===== src/rtl/scope_pkg.sv =====
// Shared encodings and defaults for the scope front-panel controller.
package scope_pkg;

  typedef enum logic [1:0] {
    MODE_CURSOR = 2'b00,
    MODE_OFFSET = 2'b01,
    MODE_SHIFT  = 2'b10,
    MODE_LOCK   = 2'b11
  } mode_e;

  // Bit 0 of the index is the "increment" direction for cursor/offset moves.
  typedef enum logic [1:0] {
    BTN_DN_B = 2'd0,
    BTN_UP_B = 2'd1,
    BTN_DN_A = 2'd2,
    BTN_UP_A = 2'd3
  } btn_e;

  localparam int NUM_BTN      = 4;
  localparam int SCREEN_W_DEF = 640;
  localparam int SCREEN_H_DEF = 480;

  function automatic int clog2_min1(input int v);
    return (v <= 2) ? 1 : $clog2(v);
  endfunction

endpackage


===== src/rtl/btn_debounce_repeat.sv =====
// One push-button: 2-FF synchroniser, tick-based debounce and auto-repeat.
module btn_debounce_repeat
  import scope_pkg::*;
#(
  parameter int DEB_TICKS = 2,
  parameter int RPT_DELAY = 8
) (
  input  logic clock,
  input  logic reset_n,
  input  logic btn_n,
  input  logic tick,
  input  logic flush,
  output logic step,
  output logic first
);

  localparam int MAXC = (DEB_TICKS > RPT_DELAY) ? DEB_TICKS : RPT_DELAY;
  localparam int CW   = clog2_min1(MAXC + 2);

  typedef enum logic [2:0] {ST_IDLE, ST_COUNT, ST_HELD, ST_REPEAT, ST_WAIT} st_e;

  logic [1:0]    r_sync;
  st_e           r_state, w_state_nx;
  logic [CW-1:0] r_cnt, w_cnt_nx, w_cnt_inc;
  logic          w_low;

  assign w_low     = ~r_sync[1];
  assign w_cnt_inc = r_cnt + 1'b1;

  // step/first are decoded in the tick cycle itself so the owner can act on the same edge.
  always_comb begin
    w_state_nx = r_state;
    w_cnt_nx   = r_cnt;
    step       = 1'b0;
    first      = 1'b0;
    if (tick) begin
      if (!w_low) begin
        w_state_nx = ST_IDLE;
        w_cnt_nx   = '0;
      end else if (flush && (r_state == ST_HELD || r_state == ST_REPEAT)) begin
        w_state_nx = ST_WAIT;
      end else begin
        case (r_state)
          ST_IDLE, ST_COUNT: begin
            if (r_state == ST_IDLE) w_cnt_nx = CW'(1);
            else                    w_cnt_nx = w_cnt_inc;
            if (w_cnt_nx >= CW'(DEB_TICKS)) begin
              step       = 1'b1;
              first      = 1'b1;
              w_state_nx = ST_HELD;
              w_cnt_nx   = '0;
            end else begin
              w_state_nx = ST_COUNT;
            end
          end
          ST_HELD: begin
            w_cnt_nx = w_cnt_inc;
            if (w_cnt_inc >= CW'(RPT_DELAY)) begin
              step       = 1'b1;
              w_state_nx = ST_REPEAT;
            end
          end
          ST_REPEAT: step = 1'b1;
          default:   ;
        endcase
      end
    end
  end

  // Reset lands in WAIT so a button held through reset must be released first.
  always_ff @(posedge clock or negedge reset_n) begin
    if (!reset_n) begin
      r_sync  <= '1;
      r_state <= ST_WAIT;
      r_cnt   <= '0;
    end else begin
      r_sync  <= {r_sync[0], btn_n};
      r_state <= w_state_nx;
      r_cnt   <= w_cnt_nx;
    end
  end

endmodule


===== src/rtl/scope_ui_ctrl.sv =====
// Front-panel controller: buttons and mode switches to cursor/channel state for the VGA renderer.
module scope_ui_ctrl
  import scope_pkg::*;
#(
  parameter  int NUM_CH    = 4,
  parameter  int COORD_W   = 11,
  parameter  int SHIFT_W   = 4,
  parameter  int SCREEN_W  = SCREEN_W_DEF,
  parameter  int SCREEN_H  = SCREEN_H_DEF,
  parameter  int SHIFT_MAX = 11,
  parameter  int TICK_DIV  = 524288,
  parameter  int DEB_TICKS = 2,
  parameter  int RPT_DELAY = 8,
  parameter  int DEF_X1    = 32,
  parameter  int DEF_X2    = 90,
  parameter  int DEF_Y1    = 25,
  parameter  int DEF_Y2    = 100,
  parameter  int OFS_BASE  = 30,
  parameter  int OFS_STEP  = 100,
  localparam int CH_W      = clog2_min1(NUM_CH)
) (
  input  logic                        clock,
  input  logic                        reset_n,
  input  logic [1:0]                  mode,
  input  logic                        sel_x,
  input  logic                        sel_y,
  input  logic [1:0]                  en_sw,
  input  logic [CH_W-1:0]             ch_sel,
  input  logic [NUM_BTN-1:0]          btn_n,
  output logic [COORD_W-1:0]          cursor_x1,
  output logic [COORD_W-1:0]          cursor_x2,
  output logic [COORD_W-1:0]          cursor_y1,
  output logic [COORD_W-1:0]          cursor_y2,
  output logic                        cursor_x_en,
  output logic                        cursor_y_en,
  output logic [NUM_CH-1:0]           ch_en,
  output logic [NUM_CH*COORD_W-1:0]   ch_offset,
  output logic [NUM_CH*SHIFT_W-1:0]   ch_shift,
  output logic                        tick
);

  localparam int CNT_W = clog2_min1(TICK_DIV);
  localparam logic [COORD_W:0] XLIM = (COORD_W+1)'(SCREEN_W - 1);
  localparam logic [COORD_W:0] YLIM = (COORD_W+1)'(SCREEN_H - 1);

  function automatic logic [COORD_W-1:0] f_sat(input logic [COORD_W-1:0] v, input logic up,
                                                input logic [COORD_W:0] lim);
    logic [COORD_W:0] e;
    e = {1'b0, v};
    if (up)            e = (e >= lim) ? lim : e + 1'b1;
    else if (e != '0)  e = e - 1'b1;
    return e[COORD_W-1:0];
  endfunction

  function automatic logic f_can(input logic [COORD_W-1:0] v, input logic up,
                                 input logic [COORD_W:0] lim);
    return up ? ({1'b0, v} < lim) : (v != '0);
  endfunction

  logic [CNT_W-1:0]   r_cnt;
  logic               r_tick;
  mode_e              w_mode, r_mode_t;
  logic [CH_W-1:0]    r_ch_t;
  logic               w_flush, w_any, w_up, w_hi, w_act_first;
  logic [NUM_BTN-1:0] w_step, w_first, w_onehot;
  btn_e               w_btn;
  logic [COORD_W-1:0] r_x1, r_x2, r_y1, r_y2;
  logic               r_x_en, r_y_en;

  assign w_mode  = mode_e'(mode);
  assign w_flush = (w_mode != r_mode_t) || (ch_sel != r_ch_t);
  assign tick    = r_tick;

  always_ff @(posedge clock or negedge reset_n) begin
    if (!reset_n) begin
      r_cnt    <= '0;
      r_tick   <= 1'b0;
      r_mode_t <= MODE_CURSOR;
      r_ch_t   <= '0;
    end else begin
      r_tick <= (r_cnt == CNT_W'(TICK_DIV - 1));
      r_cnt  <= (r_cnt == CNT_W'(TICK_DIV - 1)) ? '0 : r_cnt + 1'b1;
      if (r_tick) begin
        r_mode_t <= w_mode;
        r_ch_t   <= ch_sel;
      end
    end
  end

  for (genvar b = 0; b < NUM_BTN; b++) begin : g_btn
    btn_debounce_repeat #(.DEB_TICKS(DEB_TICKS), .RPT_DELAY(RPT_DELAY)) u_btn (
      .clock  (clock),
      .reset_n(reset_n),
      .btn_n  (btn_n[b]),
      .tick   (r_tick),
      .flush  (w_flush),
      .step   (w_step[b]),
      .first  (w_first[b])
    );
  end

  always_comb begin
    w_btn    = BTN_DN_B;
    w_onehot = '0;
    if      (w_step[3]) begin w_btn = BTN_UP_A; w_onehot = 4'b1000; end
    else if (w_step[2]) begin w_btn = BTN_DN_A; w_onehot = 4'b0100; end
    else if (w_step[1]) begin w_btn = BTN_UP_B; w_onehot = 4'b0010; end
    else if (w_step[0]) begin w_btn = BTN_DN_B; w_onehot = 4'b0001; end
  end

  assign w_any       = |w_step;
  assign w_up        = w_btn[0];
  assign w_hi        = w_btn[1];
  assign w_act_first = |(w_first & w_onehot);

  always_ff @(posedge clock or negedge reset_n) begin
    if (!reset_n) begin
      r_x1   <= COORD_W'(DEF_X1);
      r_x2   <= COORD_W'(DEF_X2);
      r_y1   <= COORD_W'(DEF_Y1);
      r_y2   <= COORD_W'(DEF_Y2);
      r_x_en <= 1'b0;
      r_y_en <= 1'b0;
    end else if (r_tick && w_mode == MODE_CURSOR) begin
      r_x_en <= en_sw[0];
      r_y_en <= en_sw[1];
      if (w_any) begin
        case ({sel_y, sel_x})
          2'b01: if (w_hi) r_x1 <= f_sat(r_x1, w_up, XLIM); else r_x2 <= f_sat(r_x2, w_up, XLIM);
          2'b10: if (w_hi) r_y1 <= f_sat(r_y1, w_up, YLIM); else r_y2 <= f_sat(r_y2, w_up, YLIM);
          2'b11: begin
            // Gang moves all-or-nothing so cursor spacing never collapses at an edge.
            if (w_hi) begin
              if (f_can(r_y1, w_up, YLIM) && f_can(r_y2, w_up, YLIM)) begin
                r_y1 <= f_sat(r_y1, w_up, YLIM);
                r_y2 <= f_sat(r_y2, w_up, YLIM);
              end
            end else if (f_can(r_x1, w_up, XLIM) && f_can(r_x2, w_up, XLIM)) begin
              r_x1 <= f_sat(r_x1, w_up, XLIM);
              r_x2 <= f_sat(r_x2, w_up, XLIM);
            end
          end
          default: ;
        endcase
      end
    end
  end

  assign cursor_x1   = r_x1;
  assign cursor_x2   = r_x2;
  assign cursor_y1   = r_y1;
  assign cursor_y2   = r_y2;
  assign cursor_x_en = r_x_en;
  assign cursor_y_en = r_y_en;

  for (genvar c = 0; c < NUM_CH; c++) begin : g_ch
    localparam int OFS_RAW = OFS_BASE + c * OFS_STEP;
    localparam logic [COORD_W-1:0] OFS_DEF =
      COORD_W'((OFS_RAW > SCREEN_H - 1) ? SCREEN_H - 1 : OFS_RAW);

    logic [COORD_W-1:0] r_ofs;
    logic [SHIFT_W-1:0] r_shift;
    logic               r_en;
    logic               w_hit;

    assign w_hit = w_any && (ch_sel == CH_W'(c));

    always_ff @(posedge clock or negedge reset_n) begin
      if (!reset_n) begin
        r_ofs   <= OFS_DEF;
        r_shift <= '0;
        r_en    <= 1'b0;
      end else if (r_tick && w_hit) begin
        case (w_mode)
          MODE_OFFSET:
            case (w_btn)
              BTN_UP_A: r_ofs <= f_sat(r_ofs, 1'b1, YLIM);
              BTN_DN_A: r_ofs <= f_sat(r_ofs, 1'b0, YLIM);
              BTN_UP_B: if (w_act_first) r_en <= ~r_en;
              BTN_DN_B: r_ofs <= OFS_DEF;
            endcase
          MODE_SHIFT:
            case (w_btn)
              BTN_UP_A: if (r_shift != '0) r_shift <= r_shift - 1'b1;
              BTN_DN_A: if (r_shift < SHIFT_W'(SHIFT_MAX)) r_shift <= r_shift + 1'b1;
              default:  ;
            endcase
          default: ;
        endcase
      end
    end

    assign ch_en[c]                       = r_en;
    assign ch_offset[c*COORD_W +: COORD_W] = r_ofs;
    assign ch_shift[c*SHIFT_W +: SHIFT_W]  = r_shift;
  end

endmodule


===== config.mk =====
export PLATFORM = sky130hd
export DESIGN_NAME = scope_ui_ctrl
export DESIGN_NICKNAME = d
export VERILOG_FILES = /design/src/rtl/scope_pkg.sv /design/src/rtl/btn_debounce_repeat.sv /design/src/rtl/scope_ui_ctrl.sv
export SDC_FILE = /design/constraint.sdc
export NUM_CORES = 1
export LEC_CHECK = 0
export ABC_CLOCK_PERIOD_IN_PS = 5100
export CORE_ASPECT_RATIO = 1.5
export CORE_MARGIN = 8
export CORE_UTILIZATION = 35
export CTS_CLUSTER_DIAMETER = 120
export DETAILED_ROUTE_END_ITERATION = 10
export GPL_ROUTABILITY_DRIVEN = 0
export HOLD_SLACK_MARGIN = 0.06
export PLACE_DENSITY = 0.5
export SYNTH_ARGS = -nofsm -noshare
export SYNTH_HDL_FRONTEND = slang
export SYNTH_SLANG_ARGS = --single-unit

===== constraint.sdc =====
create_clock -name clock -period 5.1 [get_ports clock]
set_clock_uncertainty 0.15 [all_clocks]
set_input_delay 0.765 -clock clock [delete_from_list [all_inputs] [get_ports clock]]
set_output_delay 0.765 -clock clock [all_outputs]
set_load 0.02 [all_outputs]

==> out/metrics.csv, run 1 <==
stage,metric,value,unit
timing,rsz0062_at_grt,no,
layout,final_common_cell,dfrtp_1,
timing,worst_pin_slew,1.12,ns
power_and_ir_drop,vdd_ir_drop_max,215,µV
timing,drv_slew,0,
power_and_ir_drop,pwr-share-seq,0.492,
grt,grt_max_degree,88,
floorplan,start_util,0.354,
routing,avgViaCountPerCell,5.82,
power_and_ir_drop,netSwitchingFraction,0.240,
timing,finalSetupTns,0,ns
floorplan,io_pins,125,
routing,ant_nets,0,
routing,route.detailed.drc,0,
synth,yosys_warnings,0,
clock_network,clkTransAtPathRegs,0.07,ns
synth,yosysUniqueCellTypes,82,
grt,grt_pass1_wl,59100,µm
timing,setup_viol,0,
timing,hold_ws,0.210,ns
synth,synth_xor_xnor_area_share,0.0434,
layout,area_delta_synth_final,19.9,%
synth,avgSynthCellArea,8.52,µm²
synth,synthAdderAreaFrac,0.0472,
synth,synth_nets,1406,
grt,grt_pass1_vias,10800,
clock_network,cts_inserted_buffers,17,
grt,grt_use_total,0.188,
worst_setup_path,cp-start-kind,input pin,
timing,max_slew_margin,0.249,
clock_network,clkLatencyLatePin,0.45,ns
clock_network,ctsHoldBuffers,0,
layout,layout.nets,1495,
routing,routed_wirelength,36300,µm
synth,synth_edf_count,0,
floorplan,rows,81,
clock_network,clock-sinks,170,
synth,ys_seq_area_frac,0.374,
worst_setup_path,path_cells,"clkdlybuf4s50_1, xor2_1, nor4_2, buf_4, a21oi_1, o31ai_1, o21ai_0, a2111oi_4, buf_4, o21ai_0, a32o_1",
synth,yosysTopAreaCell,dfrtp_1,
worst_setup_path,cp_top_family,compound AO/OA/AOI/OAI gates,
floorplan,die_w,164,µm
status,outcome,"complete, no violations",
layout,regArea,4300,µm²
worst_setup_path,path_max_fanout,20,
power_and_ir_drop,internal-power,0.00210,W
clock_network,htree_levels,4,
flow_run,drv_cap,0,
worst_setup_path,path_class,in2reg,
worst_setup_path,cpPeakStageDelay,0.91,ns
layout,final_cell_mix,"dfrtp_1 (132), clkdlybuf4s50_1 (123), o21ai_0 (113), nor2_1 (113), nand2_1 (102)",
layout,final_layout_size_suffix_gt1_frac,0.0915,
synth,synthSimpleGateAreaFrac,0.214,
place,port_buffers,124,
synth,yosys_most_used_dff,dfrtp_1,
layout,multi_input_area,6750,µm²
layout,n_antenna_cell,0,
synth,ys_async_sr_fraction,1.00,
synth,synth_area_leaders,"dfrtp_1 (29%), dfstp_2 (8.7%), o21ai_0 (4.9%)",
routing,post_drt_wl_per_cell,19.4,µm
routing,via_count,10900,
synth,synth_compound_area_frac,0.267,
power_and_ir_drop,p_per_area,200,nW/µm²
synth,synth_seq_cells,170,
floorplan,die_area,39100,µm²
min_path,hold_path_class,reg2reg,
clock_network,cts-root-buf,clkbuf_16,
grt,globalRoute.totalOverflow,0,
synth,muxShareOfSynthArea,0.0116,
worst_setup_path,arrival,4.37,ns
clock_network,clockBufferDepth,2,
worst_setup_path,cp.required,5.30,ns
synth,synth_cells,1351,
timing,period_minus_slack,4.18,ns
routing,drt_iter0_markers,685,
worst_setup_path,worst_setup_path_end_kind,flop,
worst_setup_path,worst-path-buf-inv,3,
power_and_ir_drop,p_comb_frac,0.022,
timing,hold_viol,0,
grt,antenna_found_initial,0,
synth,synth_top_family_by_area,compound AO/OA/AOI/OAI gates,
routing,drt_first_pass_iters,5,
synth,synth_top_area_share,0.287,
worst_setup_path,r2r_slack,1.18,ns
layout,fillCellCount,3227,
place,dp_hpwl,25800,µm
power_and_ir_drop,leakage,5.58,nW
floorplan,die_y,238,µm
synth,synth_area,11500,µm²
timing,finalCritPeriodShare,0.819,
power_and_ir_drop,clkPwrFrac,0.486,
clock_network,ctsResizeCount,0,
timing,fmax,239,MHz
power_and_ir_drop,p_switching,0.000662,W
worst_setup_path,slowest_stage,o31ai_1,
clock_network,postCtsSetupBuffers,0,
floorplan,coreArea,32500,µm²
clock_network,cts_tree,built,
[state kept, by name, summed over array words and instances (netlist names)]
register             cells
g_btn.u_btn.r_cnt       16
cursor_y_en              1
g_ch.r_ofs              44
r_mode_t                 2
g_ch.r_en                4
cursor_x1               11
cursor_y1               11
r_cnt                   19
r_ch_t                   2
tick                     1
g_btn.u_btn.r_sync       8
cursor_y2               11
g_btn.u_btn.r_state     12
cursor_x2               11
cursor_x_en              1
g_ch.r_shift            16
[through the flow]
stage / util / total power (W) / std cells / cell area, µm² / setup slack, ns
after CTS: 0.424 / 0.00282 / 1868 / 13800 / 0.904
final: 0.424 / 0.00276 / 1868 / 13800 / 0.924
after detailed placement: 0.406 / 0.00145 / 1836 / 13200 / 0.438
after global routing: 0.424 / 0.00286 / 1868 / 13800 / 0.599
after global placement: 0.406 / 0.00145 / 1836 / 13200 / 0.508
after floorplan: - / 0.00140 / 1351 / 11500 / 0.832
[cells by family after synthesis]
family / Yosys count
compound gates: 464
flops: 170
mux: 12
xor+xnor: 57
simple gates: 488
buf+inv: 119
fa+ha+maj: 41
[per-layer routing]
metal  GRT usage  vias up  share of wire
met1       0.225     5307           0.43
met5           0        -              0
met4      0.0683        0          0.021
li1            -     5255              -
met2       0.333      262           0.52
met3      0.0286       49          0.038
[synth_stat cells (7+ instances only)]
master    instances
nand2b_1         11
nand2_1         103
nand3b_1          9
a22oi_1          22
mux2_2           10
xor2_1           26
and2_1           12
nor2b_1          11
o22a_1            9
dfrtp_1         132
o22ai_1          22
nor4_1           21
a21oi_1          82
o211ai_1         16
or3_1            23
clkbuf_1         64
or4_1             7
and3_1           26
dfstp_2          38
a21o_1           13
inv_1            37
o21ai_0         113
o31ai_1          25
nand3_1          53
nor3_1           51
nand4_1          14
o21a_1           10
o41ai_1           8
a211oi_1          9
o21ai_1          15
o221ai_1         12
a31oi_1          32
buf_2            10
nor3b_1           7
nor2_1          116
xnor2_1          31
ha_1             37
[worst paths after layout]
| kind | from | depth (start not counted) | endpoint |
|---|---|---|---|
| setup / recovery | ch_sel[1] | 11 | g_ch[1].r_ofs[10] |
| hold reg to reg | g_btn[0].u_btn.r_sync[0] | 0 | g_btn[0].u_btn.r_sync[1] |
| max in group asynchronous | reset_n | 2 | g_ch[0].r_ofs[1] |
| min in group asynchronous | reset_n | 1 | g_btn[1].u_btn.r_cnt[2] |
| setup reg to reg | g_btn[3].u_btn.r_cnt[0] | 10 | cursor_x1[1] |
| hold / removal | g_btn[0].u_btn.r_sync[0] | 0 | g_btn[0].u_btn.r_sync[1] |
[cell type report]
cell class | count | share of cell area
Clock inverter | 15 | 0.0120
Inverter | 37 | 0.0101
Clock buffer | 17 | 0.0308
Tap cell | 415 | 0.0376
Sequential cell | 170 | 0.312
Timing Repair Buffer | 152 | 0.108
Multi-Input combinational cell | 1062 | 0.490
[power by group through the flow]
stage	clock (W)	sequential, W	combinational [W]
after floorplan	0	0.00138	0.0000182
after global placement	0	0.00138	0.0000633
after detailed placement	0	0.00138	0.0000638
after CTS	0.00139	0.00136	0.0000641
after global routing	0.00143	0.00136	0.0000699
final	0.00134	0.00136	0.0000608
(Power assumes the default switching activity.)
==> run 2: changes to the inputs <==
ABC_CLOCK_PERIOD_IN_PS = 3800   (was 5100)
PLACE_DENSITY = 0.52   (was 0.5)
clock period = 3.8 ns   (was 5.1 ns; I/O delays follow)
==> run 2 against run 1 <==
Against the previous run: count of clock-buffer cells in the layout did not move; final cell count rose by 4.3%; largest power group unchanged; critical endpoint is now g_ch[0].r_shift[3]; die area did not move; register-to-register slack got worse by 0.78 ns; setup slack got worse by 0.54 ns; sequential share of layout area fell by 1.4 points; non-clock buffer count rose by 80.
==> out/metrics.csv, run 2 (same netlist as run 1, synthesis figures left out) <==
stage,metric,value,unit,change
status,outcome,"complete, no violations",,
floorplan,rows,81,,unchanged
floorplan,die_y,238,µm,unchanged
clock_network,postCtsSetupBuffers,0,,unchanged
min_path,hold_path_class,reg2reg,,
grt,antenna_found_initial,0,,unchanged
grt,grt_pass1_wl,60000,µm,+1.6%
floorplan,die_area,39100,µm²,unchanged
clock_network,clkTransAtPathRegs,0.06,ns,about the same
worst_setup_path,arrival,3.60,ns,-0.77 ns
layout,area_delta_synth_final,25.4,%,
timing,fmax,293,MHz,
timing,finalCritPeriodShare,0.899,,
power_and_ir_drop,leakage,5.96,nW,+6.8%
layout,reg_top3,"g_ch.r_ofs: 44 flops, r_cnt: 19 flops",,
floorplan,start_util,0.354,,unchanged
clock_network,cts_inserted_buffers,17,,unchanged
timing,rsz0062_at_grt,no,,
grt,globalRoute.totalOverflow,0,,unchanged
place,port_buffers,124,,unchanged
routing,avgViaCountPerCell,5.78,,-0.66%
worst_setup_path,r2r_cells,14,,+4
layout,layout.nets,1575,,+5.4%
timing,setup_viol,0,,unchanged
layout,fillCellCount,3217,,-0.31%
flow_run,drv_cap,0,,unchanged
layout,regArea,4300,µm²,unchanged
layout,final_common_cell,dfrtp_1,,
layout,regMostFlops,g_ch.r_ofs,,
worst_setup_path,cp.required,3.98,ns,-1.32 ns
timing,period_minus_slack,3.42,ns,
worst_setup_path,r2r_slack,0.40,ns,-0.78 ns
clock_network,cts-root-buf,clkbuf_16,,
worst_setup_path,crit_start,mode[1],,
timing,worst_pin_slew,0.669,ns,-0.448 ns
routing,post_drt_wl_per_cell,18.8,µm,-3.0%
place,pre_cts_ws,-0.101,ns,-0.539 ns
routing,via_count,11300,,+3.6%
worst_setup_path,path_max_fanout,10,,-50%
clock_network,clockBufferDepth,2,,unchanged
clock_network,clock-sinks,170,,unchanged
worst_setup_path,cp-start-kind,input pin,,
routing,drt_iter0_markers,689,,+0.58%
routing,ant_nets,0,,unchanged
timing,setup_ws,0.383,ns,-0.541 ns
routing,drt_first_pass_iters,5,,unchanged
clock_network,htree_levels,4,,unchanged
power_and_ir_drop,p_per_area,254,nW/µm²,+27%
clock_network,clkLatencyLatePin,0.45,ns,about the same
timing,drv_slew,0,,unchanged
layout,final_layout_size_suffix_gt1_frac,0.139,,+0.0474
place,dp_hpwl,26900,µm,+4.0%
layout,final_cell_mix,"dfrtp_1 (132), clkdlybuf4s50_1 (123), o21ai_0 (113), nor2_1 (113), nand2_1 (102)",,
worst_setup_path,path_class,in2reg,,
grt,grt_pass1_vias,11300,,+4.7%
power_and_ir_drop,vdd_ir_drop_max,273,µV,+27%
worst_setup_path,rr_endpoint,g_ch[0].r_shift[3],,
worst_setup_path,worst_setup_path_end_kind,flop,,
worst_setup_path,worstReg2RegStart,g_btn[3].u_btn.r_cnt[0],,
layout,n_antenna_cell,0,,unchanged
floorplan,coreArea,32500,µm²,unchanged
worst_setup_path,crit_end,g_ch[0].r_shift[3],,
timing,max_slew_margin,0.554,,+0.305
floorplan,io_pins,125,,unchanged
floorplan,die_w,164,µm,unchanged
grt,grt_use_total,0.189,,+0.00109
timing,hold_viol,0,,unchanged
layout,multi_input_area,6760,µm²,about the same
routing,routed_wirelength,36700,µm,+1.1%
grt,grt_max_degree,66,,-25%
routing,route.detailed.drc,0,,unchanged
clock_network,cts_tree,built,,
timing,hold_ws,0.211,ns,+0.00140 ns
layout,largest_register_ffs,44,,unchanged
[run 2: metrics by stage]
step                      cell area (µm²)  total power [W]  TNS, ns  utilization  instances
final                               14400          0.00366        0        0.444       1948
after global routing                14400          0.00379        0        0.444       1948
after CTS                           14400          0.00372        0        0.443       1948
after detailed placement            13800          0.00196   -0.471        0.426       1915
after global placement              13800          0.00196   -0.310        0.426       1915
after floorplan                     11500          0.00188        0            -       1351
[run 2: layout make-up]
class,instances,area share
tap,415,0.0360
clock inverter,15,0.00980
timing repair buffer,232,0.149
multi-input combinational,1062,0.468
sequential,170,0.298
clock buffer,17,0.0295
inverter,37,0.00963
[run 2: repair_timing]
item,4_1_cts,5_1_grt
hold buffers,1,0
gates resized for setup,0,1
endpoints found under the hold margin,49,0
setup endpoints to repair,0,16
[run 2: worst max-delay path, stage by stage]
cell	delay (ns)
clkdlybuf4s50_1	0.44
xor2_1	0.17
or4_4	0.57
a21oi_1	0.27
nand3_1	0.19
nor2_4	0.14
clkinv_1	0.10
buf_4	0.19
ha_1	0.27
a21o_1	0.17
a21oi_1	0.17
xnor2_1	0.13
nor2_1	0.07
xor2_1	0.14
[run 2: worst min path at each step]
stage | from | end | slack [ns] | depth (start not counted)
after detailed placement | g_btn[3].u_btn.r_sync[0] | g_btn[3].u_btn.r_sync[1] | 0.20 | 0
after global routing | g_btn[3].u_btn.r_sync[0] | g_btn[3].u_btn.r_sync[1] | 0.22 | 0
after floorplan | reset_n | cursor_x1[0] | 0.12 | 0
final | g_btn[3].u_btn.r_sync[0] | g_btn[3].u_btn.r_sync[1] | 0.21 | 0
after CTS | g_btn[3].u_btn.r_sync[0] | g_btn[3].u_btn.r_sync[1] | 0.21 | 0
after global placement | g_btn[0].u_btn.r_sync[0] | g_btn[0].u_btn.r_sync[1] | 0.20 | 0
[run 2: power by group]
group / internal [W] / switching [W] / leakage (nW)
combinational: 0.0000333 / 0.0000623 / 3.55
sequential: 0.00182 / 0.00000638 / 2.14
clock: 0.000915 / 0.000826 / 0.271
total: 0.00277 / 0.000895 / 5.96
[run 2: metal layers]
metal | GRT usage | vias to the layer above | routed length (µm)
met1 | 0.225 | 5493 | 15600
li1 | - | 5412 | -
met5 | 0 | - | 0
met4 | 0.0799 | 0 | 1060
met3 | 0.0271 | 70 | 1340
met2 | 0.332 | 289 | 18700
==> run 3: changes to the inputs <==
REMOVE_ABC_BUFFERS = 1   (was unset)
SLEW_MARGIN = 5   (was unset)
==> run 3 against run 2 <==
Against the previous run: worst hold slack worse by 0.0020 ns; first-iteration DRC count decreased by 14%; wire length fell by 2.2%; register-to-register slack about the same; critical endpoint is now cursor_y2[3]; largest cell class unchanged.
==> out/metrics.csv, run 3 (same netlist as run 1, synthesis figures left out) <==
stage,metric,value,unit,change
timing,setup_viol,0,,unchanged
timing,finalCritPeriodShare,0.897,,-0.00216
clock_network,clkLatencyLatePin,0.45,ns,about the same
layout,largest_register_ffs,44,,unchanged
routing,ant_nets,0,,unchanged
layout,area_delta_synth_final,25.0,%,
worst_setup_path,path_class,reg2reg,,
routing,drt_iter0_markers,594,,-14%
clock_network,clock-sinks,170,,unchanged
timing,hold_ws,0.209,ns,-0.00196 ns
power_and_ir_drop,vdd_ir_drop_max,239,µV,-12%
routing,avgViaCountPerCell,5.81,,+0.47%
routing,drt_first_pass_iters,6,,+1
clock_network,clkTransAtPathRegs,0.07,ns,about the same
worst_setup_path,arrival,3.63,ns,+0.03 ns
timing,worst_pin_slew,0.802,ns,+0.133 ns
layout,reg_top3,"g_ch.r_ofs: 44 flops, r_cnt: 19 flops",,
worst_setup_path,cpPeakStageDelay,0.58,ns,about the same
routing,route.detailed.drc,0,,unchanged
flow_run,drv_cap,0,,unchanged
timing,fmax,293,MHz,+0.24%
layout,regMostFlops,g_ch.r_ofs,,
grt,grt_use_total,0.186,,-0.00277
layout,final_layout_size_suffix_gt1_frac,0.133,,-0.00622
layout,final_cell_mix,"dfrtp_1 (132), clkdlybuf4s50_1 (123), o21ai_0 (113), nor2_1 (113), nand2_1 (102)",,
timing,drv_slew,0,,unchanged
timing,rsz0062_at_grt,no,,
timing,max_slew_margin,0.462,,-0.0925
worst_setup_path,slowest_stage,o21ai_1,,
power_and_ir_drop,fin_total_pwr,0.00368,W,+0.50%
timing,hold_viol,0,,unchanged
grt,grt_pass1_wl,59000,µm,-1.6%
grt,grt_pass1_vias,11100,,-1.8%
layout,postLayoutCoreUtil,0.442,,-0.00150
layout,fillCellCount,3219,,+0.062%
floorplan,rows,81,,unchanged
place,port_buffers,124,,unchanged
floorplan,io_pins,125,,unchanged
worst_setup_path,cp.required,4.02,ns,+0.04 ns
layout,final_common_cell,dfrtp_1,,
floorplan,die_y,238,µm,unchanged
routing,routed_wirelength,35900,µm,-2.2%
worst_setup_path,worst_setup_path_end_kind,flop,,
grt,grt_max_degree,75,,+14%
power_and_ir_drop,leakage,5.93,nW,-0.53%
min_path,hold_path_startpoint,g_btn[1].u_btn.r_sync[0],,
clock_network,cts_inserted_buffers,17,,unchanged
worst_setup_path,path_max_fanout,9,,-1
grt,globalRoute.totalOverflow,0,,unchanged
grt,antenna_found_initial,0,,unchanged
floorplan,start_util,0.354,,unchanged
clock_network,clockBufferDepth,2,,unchanged
worst_setup_path,cp-start-kind,flop,,
routing,via_count,11300,,-0.098%
layout,n_antenna_cell,0,,unchanged
clock_network,htree_levels,4,,unchanged
clock_network,cts-root-buf,clkbuf_16,,
worst_setup_path,worstReg2RegStart,g_btn[3].u_btn.r_cnt[0],,
floorplan,die_w,164,µm,unchanged
status,outcome,"complete, no violations",,
timing,finalSetupTns,0,ns,unchanged
timing,period_minus_slack,3.41,ns,-0.00821 ns
min_path,hold_path_class,reg2reg,,
timing,setup_ws,0.391,ns,+0.00821 ns
floorplan,coreArea,32500,µm²,unchanged
place,pre_cts_ws,-0.0561,ns,+0.0445 ns
clock_network,cts_tree,built,,
floorplan,die_area,39100,µm²,unchanged
layout,layout.nets,1564,,-0.70%
power_and_ir_drop,p_per_area,256,nW/µm²,+0.84%
routing,post_drt_wl_per_cell,18.5,µm,-1.6%
worst_setup_path,crit_start,g_btn[3].u_btn.r_cnt[0],,
place,dp_hpwl,25900,µm,-3.6%
worst_setup_path,path_cells,"ha_1, or3_1, o211ai_1, a2bb2oi_2, nor2_2, buf_4, o21ai_1, o22ai_1, a22o_1, a22oi_1",,
-- run 3: cell count changes in the layout (fill, tap and decap cells not counted), sizes merged --
cell and delta:
buf -11, inv -2, bufinv +1, clkbuf +1
-- run 3: final timing paths --
path	end	slack, ns	cells after the start
max	cursor_y2[3]	0.39	10
min	g_btn[1].u_btn.r_sync[1]	0.21	0
max reg2reg	cursor_y2[3]	0.39	10
min reg2reg	g_btn[1].u_btn.r_sync[1]	0.21	0
max in group asynchronous	g_ch[1].r_ofs[7]	2.07	3
min in group asynchronous	cursor_x1[0]	0.53	2
-- run 3: worst max-delay path, delay by kind of cell (launching register included) --
kind	cells	cell delay (ns)
fa+ha+maj	1	0.27
flops	1	0.43
compound gates	6	1.75
buf+inv	1	0.23
simple gates	2	0.49
-- run 3: metrics by stage --
stage / instances / cell area, µm²
floorplan: 1269 / 11100
global placement: 1904 / 13800
detailed placement: 1904 / 13800
CTS: 1937 / 14400
global route: 1937 / 14400
finish: 1937 / 14400
-- run 3: report_power, final --
part           leakage (nW)  internal, W  switching [W]   total, W
Sequential             2.14      0.00182     0.00000614    0.00182
Combinational          3.52    0.0000325      0.0000604  0.0000929
Clock                 0.277     0.000970       0.000791    0.00176
-- run 3: final cells by class --
class,count,area [µm²],area share
flip-flops and latches,170,4300,0.299
repair buffers,221,2090,0.145
multi-input cells,1062,6760,0.470
inverters,37,139,0.00966
clock buffers,18,429,0.0298
well taps,415,519,0.0361
clock inverters,14,146,0.0102
-- run 3: per-layer routing --
layer,share of wire,up-vias,routed length (µm),track usage
li1,-,5380,-,-
met1,0.43,5557,15600,0.227
met2,0.50,249,18000,0.318
met3,0.040,67,1440,0.0342
met4,0.025,0,897,0.0738
met5,0,-,0,0
-- run 3: repair_timing --
item                       in CTS  in global routing
gates resized for setup         0                  1
buffers inserted                0                  0
hold buffers                    1                  0
hold endpoints to repair       56                  0
setup endpoints to repair       0                  7
